File: src/rtl/pipe_pkg.sv
// Shared definitions for the datapath pipeline stage registers.
package pipe_pkg;

    // Stage occupancy encoded as {main_valid, skid_valid}; 2'b01 is unused.
    typedef enum logic [1:0] {
        ST_EMPTY = 2'b00,
        ST_BUSY  = 2'b10,
        ST_FULL  = 2'b11
    } stage_state_t;

    // Datapath bubble encoding, used as the default reset/flush payload.
    localparam logic [31:0] NOP = 32'h0000_0000;

endpackage

File: src/rtl/pipe_stage_hs_flopenrc.sv
// Register with enable, synchronous reset and synchronous clear.
// Both reset and clear load RESET_VAL; reset wins over clear, clear over enable.
module flopenrc #(
    parameter int unsigned       WIDTH     = 32,
    parameter logic [WIDTH-1:0]  RESET_VAL = '0
) (
    input  logic             clk,
    input  logic             rst,
    input  logic             clr,
    input  logic             en,
    input  logic [WIDTH-1:0] d,
    output logic [WIDTH-1:0] q
);

    // Payload register update.
    always_ff @(posedge clk) begin
        if (rst)
            q <= RESET_VAL;
        else if (clr)
            q <= RESET_VAL;
        else if (en)
            q <= d;
    end

endmodule

File: src/rtl/pipe_stage_hs.sv
// Valid/ready pipeline stage with a 2-entry skid buffer and synchronous flush.
// in_ready comes straight from the state register, so no combinational path
// runs from the downstream ready to the upstream ready.
module pipe_stage_hs
    import pipe_pkg::*;
#(
    parameter int unsigned      WIDTH      = 32,
    parameter logic [WIDTH-1:0] RESET_VAL  = WIDTH'(NOP),
    parameter bit               FLUSH_DATA = 1'b1
) (
    input  logic             clk,
    input  logic             rst,
    input  logic             flush,
    input  logic             in_valid,
    output logic             in_ready,
    input  logic [WIDTH-1:0] in_data,
    output logic             out_valid,
    input  logic             out_ready,
    output logic [WIDTH-1:0] out_data
);

    stage_state_t     state_q, state_d;
    logic             main_valid, skid_valid;
    logic             in_fire, out_fire;
    logic             main_en, skid_en, main_from_skid, data_clr;
    logic [WIDTH-1:0] main_d, main_q, skid_q;

    assign main_valid = state_q[1];
    assign skid_valid = state_q[0];
    assign in_ready   = !skid_valid;
    assign out_valid  = main_valid;
    assign out_data   = main_q;
    assign in_fire    = in_valid & in_ready;
    assign out_fire   = out_valid & out_ready;

    // State register.
    always_ff @(posedge clk) begin
        if (rst)
            state_q <= ST_EMPTY;
        else
            state_q <= state_d;
    end

    // Next occupancy from the handshakes; flush always empties the stage.
    always_comb begin
        state_d = state_q;
        if (flush) begin
            state_d = ST_EMPTY;
        end else begin
            unique case (state_q)
                ST_EMPTY: if (in_fire) state_d = ST_BUSY;
                ST_BUSY: begin
                    if (in_fire && !out_fire)
                        state_d = ST_FULL;
                    else if (!in_fire && out_fire)
                        state_d = ST_EMPTY;
                end
                ST_FULL:  if (out_fire) state_d = ST_BUSY;
                default:  state_d = ST_EMPTY;
            endcase
        end
    end

    // Register load controls; flush suppresses every load so in_fire is dropped.
    always_comb begin
        main_en        = 1'b0;
        skid_en        = 1'b0;
        main_from_skid = 1'b0;
        data_clr       = flush & FLUSH_DATA;
        if (!flush) begin
            unique case (state_q)
                ST_EMPTY: main_en = in_fire;
                ST_BUSY: begin
                    main_en = in_fire & out_fire;
                    skid_en = in_fire & !out_fire;
                end
                ST_FULL: begin
                    main_en        = out_fire;
                    main_from_skid = 1'b1;
                end
                default: ;
            endcase
        end
    end

    assign main_d = main_from_skid ? skid_q : in_data;

    flopenrc #(.WIDTH(WIDTH), .RESET_VAL(RESET_VAL)) u_main (
        .clk (clk),
        .rst (rst),
        .clr (data_clr),
        .en  (main_en),
        .d   (main_d),
        .q   (main_q)
    );

    flopenrc #(.WIDTH(WIDTH), .RESET_VAL(RESET_VAL)) u_skid (
        .clk (clk),
        .rst (rst),
        .clr (data_clr),
        .en  (skid_en),
        .d   (in_data),
        .q   (skid_q)
    );

    // Simulation-time protocol properties.
    a_no_state_01: assert property (@(posedge clk) {main_valid, skid_valid} != 2'b01);

    a_out_stable: assert property (@(posedge clk) disable iff (rst)
        (out_valid && !out_ready && !flush) |=> (out_valid && $stable(out_data)));

    a_ready_skid: assert property (@(posedge clk) in_ready == !skid_valid);

endmodule

File: config.mk
export PLATFORM = sky130hd
export DESIGN_NAME = pipe_stage_hs
export DESIGN_NICKNAME = d
export VERILOG_FILES = /design/src/rtl/pipe_pkg.sv /design/src/rtl/pipe_stage_hs_flopenrc.sv /design/src/rtl/pipe_stage_hs.sv
export SDC_FILE = /design/constraint.sdc
export NUM_CORES = 1
export LEC_CHECK = 0
export BUFFER_PORTS_ARGS = -buffer_cell sky130_fd_sc_hd__buf_2
export CAP_MARGIN = 25
export CORE_ASPECT_RATIO = 0.75
export CORE_MARGIN = 10
export CORE_UTILIZATION = 60
export CTS_BUF_LIST = sky130_fd_sc_hd__clkbuf_8
export DETAILED_ROUTE_END_ITERATION = 10
export PLACE_DENSITY_LB_ADDON = 0.3
export SLEW_MARGIN = 0
export SYNTH_ARGS = -nofsm -noshare
export SYNTH_HDL_FRONTEND = slang
export SYNTH_SLANG_ARGS = --single-unit
File: constraint.sdc
create_clock -name clk -period 6.4 [get_ports clk]
set_clock_uncertainty 0.15 [all_clocks]
set_input_delay 0.64 -clock clk [delete_from_list [all_inputs] [get_ports clk]]
set_output_delay 0.64 -clock clk [all_outputs]
set_load 0.005 [all_outputs]
==> results.rst <==
.. list-table::
   :header-rows: 1

   * - Metric
     - Value
   * - Run status
     - completed
   * - Setup repair after global routing missed its margin
     - no
   * - Maximum fanout encountered on the critical timing path
     - 32
   * - Global-route wire length before repair
     - 12140 um
   * - Number of maximum-capacitance constraint violations
     - 0
   * - Synthesized area per cell
     - 9.392 um^2
   * - Post-route worst hold slack
     - 0.3038 ns
   * - Number of placed cells counting well taps
     - 422
   * - Setup slack, reg-to-reg
     - 3.40 ns
   * - Area growth syn-to-layout
     - 17.53%
   * - Post-CTS Setup Inserts
     - 0
   * - Critical path arrival
     - 3.02 ns
   * - Resize count post-CTS
     - 0
   * - Number of antenna violations at the first check in global routing
     - 0
   * - Number of inserted filler cells in the final layout
     - 378
   * - CTS hold repair buffers
     - 0
   * - Max clock buf depth
     - 2
   * - Die boundary width
     - 101.7 um
   * - Estimated wirelength of the detail-placed design
     - 4950 um
   * - Fin. Hold Viols
     - 0
   * - Type of element launching the critical path
     - flip-flop
   * - Die H
     - 81.29 um
   * - Global-route usage over all layers
     - 18.45%
   * - Post-synthesis cell count
     - 320
   * - Leakage power summed over all cells
     - 1.309 nW
   * - Total grt overflow
     - 0
   * - Vias per std cell
     - 5.863
   * - Period Utilization, post-route
     - 46.87%
   * - Critical Path Start
     - state_q[1]
   * - Async SR Flop Fraction
     - 0%
   * - Portion of synthesized cell area occupied by the leading cell type
     - 43.96%
   * - Number of H-tree levels
     - 3
   * - Min Clock Period, post-route
     - 3.000 ns
   * - FF-to-FF Start
     - state_q[1]
   * - Post-synthesis cell type with the largest combined area
     - dfxtp_1
   * - Mapped cell area
     - 0.003005 mm^2
   * - Fraction of final layout cells with drive strength greater than 1
     - 32.80%
   * - Number of flops mapped to enable cells by yosys
     - 0
   * - Crit Path Class
     - reg -> reg
   * - Average wire per cell in the routed design
     - 17.15 um
   * - Starting density of the core
     - 61.68%
   * - Total wire length after detailed routing
     - 7511 um
   * - Port Buf Inserts
     - 70
   * - Yosys reg bits
     - 66
   * - Pin count of the biggest net entering global routing
     - 67
   * - Final core occ
     - 72.50%
   * - Root Buffer Master
     - clkbuf_8
   * - Area of the die
     - 0.008269 mm^2
   * - Nets in the synthesized netlist
     - 363
   * - Number of pins exceeding their max-slew limit in the final report
     - 0
   * - Weighted congestion reported at the end of routability-driven placement
     - 0.8051
   * - Most common flop cell mapped by yosys
     - dfxtp_1
   * - Peak VDD IR
     - 0.0001376 V
   * - Clock latency at the later pin of the worst-skew pair
     - 0.33 ns
   * - Floorplan row count
     - 22
   * - Yosys synthesis warning count
     - 0
   * - Number of setup violations in the final report
     - 0
   * - Worst rel slew slack
     - 40.57%
   * - Clock tree from TritonCTS
     - yes
   * - Number of antenna diodes
     - 0
   * - DRC
     - 0
   * - Top area cells in the synthesized netlist
     - dfxtp_1, a211oi_2, mux2i_1
   * - Worst min path class
     - reg -> reg
   * - Type of destination of the critical path
     - flip-flop
   * - Crit path required time
     - 6.42 ns
   * - Achievable Freq
     - 333.4 MHz
   * - Sink count of the clock tree
     - 66
   * - Total Nets Final
     - 417
   * - Clock-pin transition on the worst setup and hold timing paths
     - 0.07 ns
   * - Count of pins on the block boundary
     - 71
   * - Summed negative setup slack over all endpoints
     - 0 ns
   * - Core outline area
     - 0.004872 mm^2
   * - Transition time at the pin with the least slew margin
     - 0.8914 ns
   * - First-pass iteration count of the detailed router
     - 4
   * - Vias post-DR
     - 2568
   * - Via count of the first global-routing pass
     - 2517
   * - TritonCTS buffer count
     - 9
   * - Share of synthesized area occupied by flip-flops and latches
     - 43.96%
   * - Non-Filler Instances
     - 438
   * - Iteration-0 DRC Markers
     - 167
   * - Number of library cell types mapped by synthesis
     - 23
   * - Start point of the worst hold path
     - u_skid.q[17]
   * - Power Dens Cells
     - 238.8 mW/mm^2
   * - Post-route antenna net violation count
     - 0
[synthesized netlist by cell type, drive strengths merged (2+ instances only)]
| master | instances |
|---|---|
| nand2 | 68 |
| clkbuf | 29 |
| buf | 5 |
| dfxtp | 66 |
| nor4 | 32 |
| inv | 5 |
| a211oi | 32 |
| or3 | 2 |
| a21oi | 32 |
| ha | 6 |
| mux2i | 34 |
[metal layers]
metal  part of all wire, %  track usage (%)  vias up
met3                   7.6            7.888        7
met5                     0                0        -
li1                      -                -     1259
met1                    45            23.05     1229
met4                  0.71            4.274        0
met2                    46            28.98       73
[through the flow]
step           instance area, um^2  power [mW]  setup slack [ns]
2_1_floorplan                 3005      0.5146             4.185
3_3_place_gp                  3326      0.5488             2.544
3_5_place_dp                  3341      0.5524             2.832
4_1_cts                       3512      0.8511             2.800
5_1_grt                       3532      0.8859             3.246
6_report                      3532      0.8436             3.400
[area by class of cell]
type,instances,area (um^2),area share [%]
Clock buffer,11,151.4,4.286
Timing Repair Buffer,77,422.9,11.97
Multi-Input combinational cell,215,1523,43.11
Inverter,5,18.77,0.5313
Sequential cell,66,1321,37.41
Clock inverter,4,20.02,0.5668
Tap cell,60,75.07,2.125
[layout by cell type (no fill, tap or decap), drive strengths merged, types with 2 or more instances in the layout]
master | netlist | final
inv | 5 | 7
a21oi | 32 | 32
clkbuf | 29 | 11
nor4 | 32 | 32
mux2i | 34 | 34
dfxtp | 66 | 66
nand2 | 68 | 68
ha | 6 | 6
a211oi | 32 | 32
or3 | 2 | 2
buf | 5 | 77
[report_power, final]
group / switching [mW] / total [mW] / internal, mW
registers: 0.00841 / 0.433 / 0.424
logic: 0.0651 / 0.111 / 0.0461
clock network: 0.144 / 0.300 / 0.156
total: 0.217 / 0.844 / 0.626
[path summary, 6_finish.rpt]
path                            cells past startpoint            to
worst max-delay path                                6   u_main.q[8]
worst min-delay path                                2  u_skid.q[17]
worst max register to register                      6   u_main.q[8]
worst min register to register                      2  u_skid.q[17]
[cell families (layout without fill, tap and decap cells)]
group | count (synthesis) | count (layout) | share of synthesized area (%)
AO/OA/AOI/OAI | 66 | 66 | 18.94
adder cells (fa/ha/maj) | 6 | 6 | 2.498
buffers and inverters | 39 | 97 | 5.995
flip-flops | 66 | 66 | 43.96
multiplexers | 34 | 34 | 11.32
AND/OR/NAND/NOR | 109 | 109 | 17.28
[flip-flops by register name, indices dropped and copies added, names as in the netlist]
register / flops
u_main.q: 32
u_skid.q: 32
state_q: 2
[critical path, stage by stage (launching register included)]
cell	delay, ns
dfxtp_1	0.46
inv_1	0.10
ha_1	0.30
and4b_1	0.67
buf_8	0.25
or3_2	0.73
a211oi_2	0.17
Power figures use the tool's default switching activity.
